==> src/rtl/seven_seg_pkg.sv <==
// Shared glyph table and sizing helper for the seven-segment controller.
// Glyphs are active-high, bit 0 = segment a .. bit 6 = segment g.
package seven_seg_pkg;

    localparam logic [6:0] SEG_BLANK = 7'h00;

    localparam logic [6:0] SEG_HEX [16] = '{
        7'h3F, 7'h06, 7'h5B, 7'h4F,
        7'h66, 7'h6D, 7'h7D, 7'h07,
        7'h7F, 7'h6F, 7'h77, 7'h7C,
        7'h39, 7'h5E, 7'h79, 7'h71
    };

    function automatic int idx_width(input int n);
        int w;
        w = 1;
        while ((1 << w) < n) begin
            w = w + 1;
        end
        return w;
    endfunction

endpackage

==> src/rtl/seven_seg_hex_decode.sv <==
// Combinational nibble to active-high segment decoder.
// b and d use lowercase glyphs so they stay distinct from 8 and 0.
module seven_seg_hex_decode
    import seven_seg_pkg::*;
(
    input  logic [3:0] nibble,
    output logic [6:0] seg
);

    assign seg = SEG_HEX[nibble];

endmodule

==> src/rtl/seven_seg_display_ctrl.sv <==
// Multiplexed seven-segment controller with frame-synchronous load.
// Optional BRIGHTNESS_EN adds a 4-bit per-slot anode duty control.
module seven_seg_display_ctrl
    import seven_seg_pkg::*;
#(
    parameter int DIGITS     = 4,
    parameter int DIV_BITS   = 17,
    parameter int ACTIVE_LOW = 1
) (
    input  logic                  clk,
    input  logic                  reset_n,
    input  logic [4*DIGITS-1:0]   value,
    input  logic [DIGITS-1:0]     dp_in,
    input  logic [DIGITS-1:0]     digit_en,
    input  logic                  load,
`ifdef BRIGHTNESS_EN
    input  logic [3:0]            brightness,
`endif
    output logic                  load_ack,
    output logic                  frame_done,
    output logic [DIGITS-1:0]     an,
    output logic [6:0]            seg,
    output logic                  dp
);

    localparam int IW = idx_width(DIGITS);
    localparam logic [IW-1:0] LAST = IW'(DIGITS - 1);
    localparam logic POL = (ACTIVE_LOW != 0);

    logic [DIV_BITS-1:0] cnt_q, cnt_d;
    logic [IW-1:0]       idx_q, idx_d;
    logic                pend_q, pend_d;
    logic [4*DIGITS-1:0] sh_val_q, sh_val_d;
    logic [DIGITS-1:0]   sh_dp_q, sh_dp_d;
    logic [DIGITS-1:0]   sh_en_q, sh_en_d;
    logic [4*DIGITS-1:0] act_val_q, act_val_d;
    logic [DIGITS-1:0]   act_dp_q, act_dp_d;
    logic [DIGITS-1:0]   act_en_q, act_en_d;
    logic [DIGITS-1:0]   sel_q, sel_d;
    logic [DIGITS-1:0]   an_q, an_d;
    logic [6:0]          seg_q, seg_d;
    logic                dp_q, dp_d;
    logic                ack_q, ack_d;
    logic                fd_q, fd_d;

    logic                tick;
    logic                wrap;
    logic                gate;
    logic [3:0]          cur_nib;
    logic                cur_dp;
    logic                cur_en;
    logic [6:0]          glyph;

    assign tick = &cnt_q;
    assign wrap = tick && (idx_q == LAST);

    always_comb begin
        cur_nib = 4'h0;
        cur_dp  = 1'b0;
        cur_en  = 1'b0;
        for (int i = 0; i < DIGITS; i++) begin
            if (idx_q == IW'(i)) begin
                cur_nib = act_val_q[4*i +: 4];
                cur_dp  = act_dp_q[i];
                cur_en  = act_en_q[i];
            end
        end
    end

    seven_seg_hex_decode u_dec (
        .nibble (cur_nib),
        .seg    (glyph)
    );

    always_comb begin
        cnt_d = cnt_q + 1'b1;
        idx_d = idx_q;
        if (tick) begin
            idx_d = (idx_q == LAST) ? '0 : idx_q + 1'b1;
        end
    end

    // Shadow swaps into active only at frame wrap, so a frame never mixes data.
    always_comb begin
        sh_val_d  = sh_val_q;
        sh_dp_d   = sh_dp_q;
        sh_en_d   = sh_en_q;
        pend_d    = pend_q;
        act_val_d = act_val_q;
        act_dp_d  = act_dp_q;
        act_en_d  = act_en_q;
        if (wrap) begin
            pend_d = 1'b0;
            if (pend_q) begin
                act_val_d = sh_val_q;
                act_dp_d  = sh_dp_q;
                act_en_d  = sh_en_q;
            end
        end
        if (load) begin
            sh_val_d = value;
            sh_dp_d  = dp_in;
            sh_en_d  = digit_en;
            pend_d   = 1'b1;
        end
        ack_d = wrap && pend_q;
        fd_d  = wrap;
    end

`ifdef BRIGHTNESS_EN
    assign gate = (cnt_d[DIV_BITS-1 -: 4] < brightness);
`else
    assign gate = 1'b1;
`endif

    always_comb begin
        sel_d = sel_q;
        seg_d = seg_q;
        dp_d  = dp_q;
        if (tick) begin
            sel_d = DIGITS'(1) << idx_q;
            seg_d = (cur_en ? glyph : SEG_BLANK) ^ {7{POL}};
            dp_d  = (cur_en && cur_dp) ^ POL;
        end
        an_d = (sel_d & {DIGITS{gate}}) ^ {DIGITS{POL}};
    end

    always_ff @(posedge clk or negedge reset_n) begin
        if (!reset_n) begin
            cnt_q     <= '0;
            idx_q     <= '0;
            pend_q    <= 1'b0;
            sh_val_q  <= '0;
            sh_dp_q   <= '0;
            sh_en_q   <= '0;
            act_val_q <= '0;
            act_dp_q  <= '0;
            act_en_q  <= '0;
            sel_q     <= '0;
            an_q      <= {DIGITS{POL}};
            seg_q     <= {7{POL}};
            dp_q      <= POL;
            ack_q     <= 1'b0;
            fd_q      <= 1'b0;
        end else begin
            cnt_q     <= cnt_d;
            idx_q     <= idx_d;
            pend_q    <= pend_d;
            sh_val_q  <= sh_val_d;
            sh_dp_q   <= sh_dp_d;
            sh_en_q   <= sh_en_d;
            act_val_q <= act_val_d;
            act_dp_q  <= act_dp_d;
            act_en_q  <= act_en_d;
            sel_q     <= sel_d;
            an_q      <= an_d;
            seg_q     <= seg_d;
            dp_q      <= dp_d;
            ack_q     <= ack_d;
            fd_q      <= fd_d;
        end
    end

    assign an         = an_q;
    assign seg        = seg_q;
    assign dp         = dp_q;
    assign load_ack   = ack_q;
    assign frame_done = fd_q;

endmodule

==> config.mk <==
export PLATFORM = sky130hd
export DESIGN_NAME = seven_seg_display_ctrl
export DESIGN_NICKNAME = d
export VERILOG_FILES = /design/src/rtl/seven_seg_pkg.sv /design/src/rtl/seven_seg_hex_decode.sv /design/src/rtl/seven_seg_display_ctrl.sv
export SDC_FILE = /design/constraint.sdc
export NUM_CORES = 1
export LEC_CHECK = 0
export ABC_AREA = 1
export CAP_MARGIN = 25
export CORE_MARGIN = 2
export CORE_UTILIZATION = 56
export DETAILED_ROUTE_END_ITERATION = 10
export PLACE_DENSITY = 0.79
export SLEW_MARGIN = 40
export SYNTH_ARGS = -nofsm -noshare
export SYNTH_HDL_FRONTEND = slang
export SYNTH_HIERARCHICAL = 1
export SYNTH_SLANG_ARGS = --single-unit
==> constraint.sdc <==
create_clock -name clk -period 3 [get_ports clk]
set_clock_uncertainty 0.15 [all_clocks]
set_input_delay 0.45 -clock clk [delete_from_list [all_inputs] [get_ports clk]]
set_output_delay 0.45 -clock clk [all_outputs]
set_load 0.1 [all_outputs]
Yosys cells after proc, flatten, opt, wreduce, memory -nomap -nowiden
Memories as Yosys holds them, arrays and structs flattened.
Cells that the tools add are included.

storage, ports and cells
  bits in registers = 86
  memory bits (read-only) = 112
  bits of input ports = 27
  output and inout port bits = 14
  word-level logic and storage cells = 53
  memories kept = 1

cells by class
  $add $sub $neg = 2
  order comparisons = 1
  eq/ne operators = 3
  shift operators = 1
  muxes and demuxes = 19
  bitwise logic cells = 4
  reduce and logical (&&, ||, !) cells = 7

memory list
  memory            words  bits a word  rd ports  clocked after memory_dff  wr ports  line                        text
  (name not given)  16     7            1         0                         0         seven_seg_hex_decode.sv:10  assign seg = SEG_HEX[nibble];

operators by type and width
  operator               count
  $mux 7                 3
  $mux 4                 5
  $add 17x1->17 const B  1
  $reduce_and 17->1      1
  $mux 1                 10
  $not 7->7              1
  $ge 5x5->1 const B     1
  $not 4->5              1
  $eq 2x2->1 const B     2
  $not 4->4              1
  $shl 1x2->4 const A    1
  $logic_and 1x1->1      3
  $add 2x1->2 const B    1
  $eq 2x1->1 const B     1
  $logic_not 2->1        1
  $mux 2                 1
  $reduce_and 2->1       1
  $reduce_bool 2->1      1
  $not 1->1              1

Longest topological paths before layout
Gate-level depths: netlist (run 1).

  depth in word-level cells = 11
  depth in mapped cells = 15
  depth with buffers taken out = 14

Hierarchy
The synthesis (run 1) kept the hierarchy.

by module, submodules not included
  module                  times used  cells an instance  area each (µm²)  seq. area each (µm²)
  seven_seg_display_ctrl  1           371                3,677.3          2,167.1
  seven_seg_hex_decode    1           52                 270.3            0.0

Least setup slack after synthesis (run 1)
No wires, ideal clock.

  kind = flip-flop to flip-flop
  start = register idx_q[0]
  end = register seg_q[3], in the netlist seg[3]
  setup time = 0.073 ns
  arrival = 2.025 ns
  data required time = 2.777 ns
  path slack = 0.752 ns
  cell stages (with the launch flop) = 13
  path buffers = 1
  period minus slack after synthesis = 2.248 ns
  path through = dfrtp_1 ha_1 buf_2 o21ai_0 nand2_1 a21oi_1 inv_1 ha_1 nand2_1 o21ai_0 nand2_1 nand2_1 a21oi_1

between the ends
  word-level cells in the longest chain between the ends = 11
  elaborated cells on any way between the ends = 18
  those cells by class = eq/ne (3); mux (11); bitwise (2); reduce/logical (1); memory (1)

ends and longest elaborated chain
  item                                          line                           text
  start, declared                               seven_seg_display_ctrl.sv:31   logic [IW-1:0] idx_q, idx_d;
  start signal, assigned                        seven_seg_display_ctrl.sv:147  idx_q <= idx_d;
  $logic_not 2->1                               seven_seg_display_ctrl.sv:62   if (idx_q == IW'(i)) begin
  $mux 4 (3 in series)                          seven_seg_display_ctrl.sv:62
  $mux 4 *                                      seven_seg_display_ctrl.sv:62
  via cur_nib[1]                                seven_seg_display_ctrl.sv:49   logic [3:0] cur_nib;
  $not 4->5 (not written as such) *             seven_seg_hex_decode.sv:10
  $mem_v2 16x7 *                                n/a
  $mux 7 (not written as such) * (2 in series)  seven_seg_hex_decode.sv:10
  via glyph[3]                                  seven_seg_display_ctrl.sv:52   logic [6:0] glyph;
  $mux 7 *                                      seven_seg_display_ctrl.sv:122  seg_d = (cur_en ? glyph : SEG_BLANK) ^ {7{POL}};
  $not 7->7 (no line) *                         n/a
  end signal, assigned                          seven_seg_display_ctrl.sv:141  seg_q <= {7{POL}};
  end signal, assigned                          seven_seg_display_ctrl.sv:157  seg_q <= seg_d;
  end, declared                                 seven_seg_display_ctrl.sv:41   logic [6:0] seg_q, seg_d;

The timed path passes the listed nets; every way through them passes the cells marked *. The select of a mux whose other input is x is not followed.
A chain may end at the register's enable or synchronous reset.

Final worst setup path (run 1)
Same ends and word-level chain as after synthesis.

==> flow_summary_export.csv, run 1 <==
group,metric,value,unit
floorplanning,die_area,7740,sq um
global_route,use_met2,30.9,%
final_layout,nets,506,
outcome,status,"finished, final reports clean",
final_layout,areaGrowthSynthToFinish,15.6,%
sta,period_needed,2.62,ns
floorplanning,fp.coreArea,6790,sq um
setup_path,cp_max_fo,7,
clock_tree,postCtsSetupRepairBufs,0,
setup_path,crit_path_end_kind,"flop",
setup_path,slowest_delay,0.43,ns
final_layout,regArea,2170,sq um
setup_path,cp.required,3.13,ns
place,hpwl,4790,um
sta,fin_ws,0.383,ns
sta,setup_tns,0,ns
power,power_leakage,2.17,nW
setup_path,worstSetupPathType,"reg -> reg",
routing,drcViolationCount,0,
sta,hold_viol_final,0,
place,place_ws,0.443,ns
routing,drt_first_pass_iters,4,
synth,yosysWarningCount,6,
global_route,top_usage_layer,"met2",
clock_tree,cts_buffer_depth,2,
final_layout,fillers,570,
synth,syn_area,3950,sq um
synth,syn_nets,463,
floorplanning,rows,30,
run,cap_violations,0,
sta,drv_slew,0,
final_layout,drive_above_1_share,18.5,%
setup_path,crit_buf_inv,2,
synth,yosys.area.top_type_share,46.9,%
synth,synth_top_area_cell,"dfrtp_1",
sta,timing.fmax,0.382,GHz
final_layout,finalNonFillerCells,567,
sta,worst_pin_slew,0.596,ns
global_route,grt_overflow,0,
clock_tree,cts.clk_slew.worst_paths,0.08,ns
setup_path,rr_startpoint,"idx_q[0]",
clock_tree,cts_root_buf,"clkbuf_8",
routing,drt_iter0_markers,187,
setup_path,critPathCapture,"seg[3]",
global_route,grtUsageTotal,19.8,%
setup_path,startpoint_type,"flop",
clock_tree,cts_sinks,86,
synth,synthTopCellsByArea,"dfrtp_1 (47%), nand2_1 (11%), dfstp_2 (8.0%), inv_1 (5.0%), o21ai_2 (4.9%)",
power,finalPower,2.01,mW
place,dp.cells,549,
global_route,grtUsageMet3,3.68,%
routing,drt-total-wl,6770,um
floorplanning,start_util,58.1,%
final_layout,fin_util,67.2,%
setup_path,crit_path_start,"idx_q[0]",
sta,rsz0062_at_grt,"false",
floorplanning,fp.dieW,88.0,um
sta,fin_crit_sh,87.2,%
power,ir_worst_vdd,0.000239,V
synth,syn_inst,423,
global_route,grt_pass1_wl,11800,um
floorplanning,die_height,88.0,um
clock_tree,cts_buffers,9,
final_layout,mostFrequentLayoutCells,"nand2_1 (112), dfrtp_1 (74), inv_1 (53)",
hold_path,hp-class,"reg -> reg",
synth,ys_seq_area_share,54.9,%
setup_path,critPathTopFamily,"compound AO/OA/AOI/OAI gates",
setup_path,crit_top_cell,"nand2_1",
routing,viasPerCell,4.86,
final_layout,final_common_cell,"nand2_1",
global_route,grt_antenna_before_repair,0,
clock_tree,cts_tree,"yes",
place,port_buffers,40,
floorplanning,ios,41,
global_route,grt_pass1_vias,2674,
synth,ys_seq_elements,86,
setup_path,cp.depth,13,
clock_tree,clk_latency,0.35,ns
setup_path,arrival,2.74,ns
power,p_per_area,441,nW/um^2
final_layout,num_antenna_cells,0,
setup_path,slowest_stage,"dfrtp_1",
place,gp_congestion,0.885,
global_route,met1_usage,26.7,%
sta,maxSlewHeadroom,60.2,%
synth,syn_avg_cell_area,9.33,sq um
setup_path,worstPathCellList,"inv_1 > ha_1 > nand2_1 > o21ai_0 > nand2_1 > a21oi_1 > inv_1 > ha_1 > nand2_1 > o21ai_0 > nand2_1 > nand2_1 > a21oi_1",
setup_path,reg2reg_to,"seg[3]",
sta,setup_viol,0,
final_layout,multi_input_area,1480,sq um
routing,ant_nets,0,
synth,yosys.cell_types.count,29,
clock_tree,cts_resized,0,
clock_tree,htree_levels,3,
setup_path,r2r_setup_slack,0.38,ns
setup_path,r2r_cells,13,
routing,vias,2754,
global_route,grt_max_degree,87,
routing,wire_per_inst,11.9,um
[Yosys cell counts]
cell type  count
buf_4          1
inv_1         53
nor3_1         3
nor3_4         1
nand4_1        1
nand2_2        5
nor2_1        22
nor2_2         3
a21oi_1       16
o21ai_0       37
nand2_4        2
ha_1          13
buf_2          6
o21bai_1       1
inv_6          1
or2_2          2
xnor2_1        3
nor2_8         1
dfstp_2       12
mux2_2         2
nand3_1       11
clkbuf_1       2
buf_6          4
dfrtp_1       74
nand2_1      112
o21ai_2       22
xor2_1        10
inv_2          2
nand3_2        1
[layout make-up]
class,instances,share of cell area [%]
flip-flops and latches,86,47.5
clock inverters,5,0.795
repair buffers,45,9.18
inverters,56,4.71
well taps,96,2.63
multi-input cells,268,32.3
clock buffers,11,2.88
[per-stage QoR]
step                      hold slack [ns]  instance area (sq um)
after global placement              0.261                   4360
after CTS                          0.0166                   4530
after global routing                0.299                   4560
after detailed placement            0.276                   4370
final                               0.284                   4560
after floorplan                   0.00441                   3950
[layer usage]
metal / part of all wire (%) / vias up
li1: - / 1402
met2: 46 / 63
met1: 47 / 1277
met5: 0 / -
met3: 4.5 / 12
met4: 2.3 / 0
[repair_timing]
| item | in CTS | in global routing |
|---|---|---|
| hold buffers | 0 | 1 |
| endpoints found under the hold margin | 0 | 41 |
| setup endpoints to repair | 0 | 0 |
[where the power goes]
group	internal, mW	switching (mW)	leakage, nW	total, mW
Sequential	1.19	0.00805	1.09	1.20
Combinational	0.0483	0.0623	0.999	0.111
Clock	0.301	0.403	0.0755	0.705
Total	1.54	0.474	2.17	2.01
[registers in the layout, indices dropped and copies added (netlist names), named ones only]
register    count
act_dp_q        4
act_en_q        4
act_val_q      16
an              4
cnt_q          17
dp              1
frame_done      1
idx_q           2
load_ack        1
pend_q          1
seg             7
sh_dp_q         4
sh_en_q         4
sh_val_q       16
[worst min path at each step]
stage	endpoint	slack (ns)	cells after the start
finish	an[2]	0.28	1
global placement	an[0]	0.26	1
detailed placement	an[2]	0.28	1
global route	an[2]	0.30	1
floorplan	asynchronous set/reset pin	0.004	0
CTS	load_ack	0.02	1
[cells by family (layout without fill, tap and decap cells)]
kind of cell	after synthesis	count (layout)	synth area share, %
AOI/OAI and AO/OA	76	76	11.8
xor gates and xnor gates	13	13	2.88
adders and majority gates	13	13	4.12
buffers and inverters	69	117	7.73
DFF	86	86	54.9
muxes	2	2	0.570
and+or+nand+nor	164	164	18.0
(Power assumes the default switching activity.)
==> run 2: changes to the inputs <==
Settings changed: CORE_UTILIZATION 56 to 30, GPL_ROUTABILITY_DRIVEN set to 1, HOLD_SLACK_MARGIN set to 0.12, PLACE_DENSITY 0.79 to unset.
==> run 2 against run 1 <==
Net effect: die area grew 82%; first-iteration DRC count fell by 18%; combinational power is essentially flat; global-route usage down 8.9 points; register-to-register slack better by 0.05 ns; core utilization fell by 30 points; largest cell class unchanged.
==> flow_summary_export.csv, run 2 (same netlist as run 1, synthesis figures left out) <==
group,metric,value,unit
setup_path,crit_buf_inv,2,
routing,ant_nets,0,
clock_tree,cts_sinks,86,
final_layout,fin_area,4770,sq um
routing,vias,2669,
sta,period_needed,2.56,ns
sta,maxSlewHeadroom,54.2,%
sta,timing.fmax,0.390,GHz
setup_path,cp_max_fo,7,
global_route,grt_max_degree,79,
floorplanning,rows,41,
setup_path,r2r_setup_slack,0.44,ns
clock_tree,cts_root_buf,"clkbuf_16",
setup_path,slowest_delay,0.42,ns
global_route,grt_overflow,0,
final_layout,areaGrowthSynthToFinish,20.9,%
sta,worst_pin_slew,0.687,ns
final_layout,fin_util,37.5,%
routing,wire_per_inst,11.0,um
sta,hold_viol_final,0,
setup_path,crit_top_cell,"nand2_1",
sta,fin_crit_sh,85.4,%
floorplanning,fp.coreArea,12700,sq um
final_layout,regMostFlops,"cnt_q",
final_layout,final_common_cell,"nand2_1",
setup_path,startpoint_type,"flop",
place,dpl_cell_area,4460,sq um
global_route,grt_antenna_before_repair,0,
floorplanning,start_util,31.0,%
sta,drv_slew,0,
setup_path,worstPathCellList,"inv_1 > ha_1 > nand2_1 > o21ai_0 > nand2_1 > a21oi_1 > inv_1 > ha_1 > nand2_1 > o21ai_0 > nand2_1 > nand2_1 > a21oi_1",
place,port_buffers,40,
clock_tree,clk_latency,0.33,ns
global_route,grt_pass1_wl,12400,um
final_layout,nets,505,
final_layout,largest_register_ffs,17,
setup_path,slowest_stage,"dfrtp_1",
routing,drt_iter0_markers,153,
clock_tree,cts.clk_slew.worst_paths,0.06,ns
sta,setup_viol,0,
setup_path,cp.required,3.11,ns
sta,setup_tns,0,ns
clock_tree,cts_buffer_depth,2,
routing,drt-total-wl,7080,um
global_route,grt_pass1_vias,2632,
place,gp_congestion,0.772,
clock_tree,cts_resized,0,
sta,rsz0062_at_grt,"false",
floorplanning,die_area,14100,sq um
power,power_leakage,2.22,nW
clock_tree,postCtsSetupRepairBufs,0,
power,p_per_area,504,nW/um^2
clock_tree,htree_levels,3,
floorplanning,fp.dieW,119,um
final_layout,reg_top3,"cnt_q (17), act_val_q (16), sh_val_q (16)",
setup_path,crit_path_end_kind,"flop",
floorplanning,ios,41,
setup_path,critPathTopFamily,"compound AO/OA/AOI/OAI gates",
run,cap_violations,0,
final_layout,drive_above_1_share,18.5,%
place,hpwl,5190,um
final_layout,mostFrequentLayoutCells,"nand2_1 (112), dfrtp_1 (74), inv_1 (53)",
power,ir_worst_vdd,0.000200,V
setup_path,worstSetupPathType,"reg -> reg",
hold_path,hp-class,"reg -> reg",
global_route,grtUsageTotal,10.9,%
routing,viasPerCell,4.16,
routing,drcViolationCount,0,
clock_tree,cts_buffers,9,
setup_path,arrival,2.67,ns
floorplanning,die_height,119,um
clock_tree,cts_tree,"yes",
outcome,status,"finished, final reports clean",
routing,drt_first_pass_iters,4,
final_layout,num_antenna_cells,0,
## run 2: cell count changes in the layout (fill, tap and decap cells not counted)
| cell | change |
|---|---|
| clkbuf_16 | +9 |
| clkbuf_1 | -1 |
| buf_12 | -1 |
| bufinv_16 | +1 |
| clkbuf_8 | -8 |
| clkinvlp_4 | -1 |
## run 2: through the flow
step	power [mW]	hold slack, ns	instances	setup slack [ns]
2_1_floorplan	1.26	0.00441	423	0.752
5_1_grt	2.52	0.290	642	0.214
6_report	2.41	0.278	642	0.437
3_3_place_gp	1.33	0.267	625	0.604
4_1_cts	2.45	0.281	642	0.436
3_5_place_dp	1.33	0.268	625	0.468
## run 2: worst register-to-register path, cell delays in order (launching register included)
cell and delay, ns:
dfrtp_1 0.42, inv_1 0.10, ha_1 0.26, nand2_1 0.07, o21ai_0 0.17, nand2_1 0.07, a21oi_1 0.32, inv_1 0.17
ha_1 0.33, nand2_1 0.08, o21ai_0 0.09, nand2_1 0.08, nand2_1 0.06, a21oi_1 0.13
## run 2: cell type report
type                    instances  area [sq um]
clock buffers                  11           243
clock inverters                 5          58.8
fillers                      1331          7950
inverters                      56           215
multi-input cells             268          1480
flip-flops and latches         86          2170
well taps                     172           215
repair buffers                 44           399
## run 2: worst paths after layout
check	to	cells after the start	startpoint
max in group asynchronous	seg[6]	3	reset_n
max	seg[3]	13	idx_q[0]
max reg2reg	seg[3]	13	idx_q[0]
min	an[0]	1	flop
min in group asynchronous	cnt_q[0]	2	reset_n
min reg2reg	an[0]	1	flop
## run 2: per-layer routing
metal  share of wire (%)  wire length (um)  vias to the layer above  GRT usage (%)
met3                 4.4               309                        6           3.52
met1                  52              3690                     1204           15.2
li1                    -                 -                     1408              -
met4                 1.1                80                        0           5.36
met5                   0                 0                        -              0
met2                  42              3000                       51           15.2
## run 2: repair_timing
action	CTS	global route
endpoints found under the setup margin	0	0
hold buffers	1	0
hold endpoints to repair	74	0
## run 2: power breakdown
group / switching, mW / internal (mW) / total (mW) / leakage, nW
logic: 0.0627 / 0.0465 / 0.109 / 0.989
clock network: 0.434 / 0.667 / 1.10 / 0.142
registers: 0.00720 / 1.19 / 1.20 / 1.09
total: 0.504 / 1.90 / 2.41 / 2.22
==> run 3: changes to the inputs <==
Settings changed: CORE_UTILIZATION 30 to 35.
==> run 3 against run 2 <==
Net effect: total power grew 2.6%; core utilization grew 5.9 points; largest power group unchanged; sequential share of layout area grew 0.28 points; critical endpoint unchanged; wire length shrank 2.0%.
==> flow_summary_export.csv, run 3 (same netlist as run 1, synthesis figures left out) <==
group,metric,value,unit
routing,wire_per_inst,11.4,um
floorplanning,start_util,36.1,%
global_route,grt_pass1_wl,11700,um
final_layout,regMostFlops,"cnt_q",
clock_tree,cts_root_buf,"clkbuf_16",
final_layout,areaGrowthSynthToFinish,20.2,%
clock_tree,htree_levels,3,
sta,drv_slew,0,
hold_path,hold_depth,1,
final_layout,final_common_cell,"nand2_1",
setup_path,r2r_cells,13,
clock_tree,cts.clk_slew.worst_paths,0.06,ns
setup_path,crit_top_cell,"nand2_1",
setup_path,slowest_delay,0.41,ns
setup_path,r2r_setup_slack,0.43,ns
clock_tree,postCtsSetupRepairBufs,0,
floorplanning,ios,41,
place,hpwl,4970,um
final_layout,fillers,1071,
sta,maxSlewHeadroom,55.7,%
setup_path,slowest_stage,"dfrtp_1",
final_layout,largest_register_ffs,17,
final_layout,drive_above_1_share,17.9,%
power,ir_worst_vdd,0.000289,V
sta,fin_crit_sh,85.7,%
sta,rsz0062_at_grt,"false",
floorplanning,die_height,110,um
setup_path,cp.required,3.11,ns
setup_path,worstSetupPathType,"reg -> reg",
final_layout,num_antenna_cells,0,
sta,fin_ws,0.428,ns
routing,viasPerCell,4.42,
clock_tree,cts_tree,"yes",
floorplanning,die_area,12100,sq um
global_route,grt_pass1_vias,2537,
setup_path,critPathTopFamily,"compound AO/OA/AOI/OAI gates",
power,p_per_area,521,nW/um^2
run,cap_violations,0,
final_layout,multi_input_area,1480,sq um
sta,setup_viol,0,
final_layout,nets,504,
place,place_ws,0.469,ns
setup_path,rr_startpoint,"idx_q[0]",
clock_tree,cts_resized,0,
global_route,grt_antenna_before_repair,0,
final_layout,regArea,2170,sq um
routing,drt_iter0_markers,144,
clock_tree,clk_latency,0.33,ns
sta,timing.fmax,0.389,GHz
routing,ant_nets,0,
setup_path,crit_path_end_kind,"flop",
routing,drt-total-wl,6940,um
routing,drcViolationCount,0,
global_route,grt_overflow,0,
final_layout,mostFrequentLayoutCells,"nand2_1 (112), dfrtp_1 (74), inv_1 (53)",
floorplanning,fp.coreArea,10900,sq um
setup_path,cp_max_fo,7,
sta,hold_viol_final,0,
sta,period_needed,2.57,ns
setup_path,startpoint_type,"flop",
setup_path,crit_buf_inv,2,
setup_path,arrival,2.68,ns
setup_path,reg2reg_to,"seg[3]",
floorplanning,rows,38,
clock_tree,cts_buffers,9,
setup_path,worstPathCellList,"inv_1 > ha_1 > nand2_1 > o21ai_0 > nand2_1 > a21oi_1 > inv_1 > ha_1 > nand2_1 > o21ai_0 > nand2_1 > nand2_1 > a21oi_1",
hold_path,min_to,"an[0]",
final_layout,reg_top3,"cnt_q (17), act_val_q (16), sh_val_q (16)",
clock_tree,cts_sinks,86,
hold_path,hp-class,"reg -> reg",
routing,vias,2693,
outcome,status,"finished, final reports clean",
power,power_leakage,2.23,nW
clock_tree,cts_buffer_depth,2,
place,gp_congestion,0.784,
global_route,grtUsageTotal,12.4,%
global_route,grt_max_degree,87,
sta,worst_pin_slew,0.664,ns
floorplanning,fp.dieW,110,um
place,port_buffers,40,
routing,drt_first_pass_iters,4,
sta,setup_tns,0,ns
==> run 3: how the worst max path moves through the flow <==
stage,startpoint,endpoint,slack [ns],cells past startpoint
floorplan,idx_q[0],seg[3],0.75,12
global placement,idx_q[0],seg[3],0.60,13
detailed placement,idx_q[1],seg[3],0.47,13
CTS,idx_q[1],seg[3],0.45,13
global route,idx_q[0],seg[3],0.16,13
finish,idx_q[0],seg[3],0.43,13
==> run 3: stage by stage <==
step                      hold slack, ns  total power [mW]  cells  area, sq um  utilization (%)
after global placement             0.268              1.33    592         4410             40.3
after floorplan                  0.00441              1.26    423         3950                -
final                              0.286              2.47    609         4740             43.4
after detailed placement           0.277              1.33    592         4410             40.4
after global routing               0.325              2.56    609         4740             43.4
after CTS                          0.284              2.50    609         4740             43.4
==> run 3: layer usage <==
metal	GRT usage (%)	wire length, um	part of all wire, %	up-vias
met5	0	0	0	-
met4	6.16	144	2.1	0
met3	2.70	290	4.2	10
met2	17.7	2970	43	58
met1	17.8	3540	51	1227
li1	-	-	-	1398
==> run 3: area by class of cell <==
| cell class | instances | area share (%) |
|---|---|---|
| multi-input combinational | 268 | 31.1 |
| timing repair buffer | 43 | 8.31 |
| clock inverter | 3 | 1.42 |
| tap | 140 | 3.69 |
| sequential | 86 | 45.7 |
| inverter | 56 | 4.54 |
| clock buffer | 13 | 5.27 |
==> run 3: report_power, final <==
| group | internal [mW] | switching (mW) | total (mW) |
|---|---|---|---|
| logic | 0.0459 | 0.0622 | 0.108 |
| registers | 1.19 | 0.00749 | 1.20 |
| clock network | 0.753 | 0.412 | 1.16 |
==> run 3: worst register-to-register path, cell delays in order (launching register included) <==
cell and delay, ns:
dfrtp_1 0.41, inv_1 0.10, ha_1 0.27, nand2_1 0.08
o21ai_0 0.15, nand2_1 0.07, a21oi_1 0.33, inv_1 0.17
ha_1 0.32, nand2_1 0.08, o21ai_0 0.09, nand2_1 0.09
nand2_1 0.06, a21oi_1 0.13
==> run 3: what timing repair did <==
item | 4_1_cts | 5_1_grt
endpoints found under the setup margin | 0 | 0
hold buffers | 1 | 0
endpoints found under the hold margin | 74 | 0
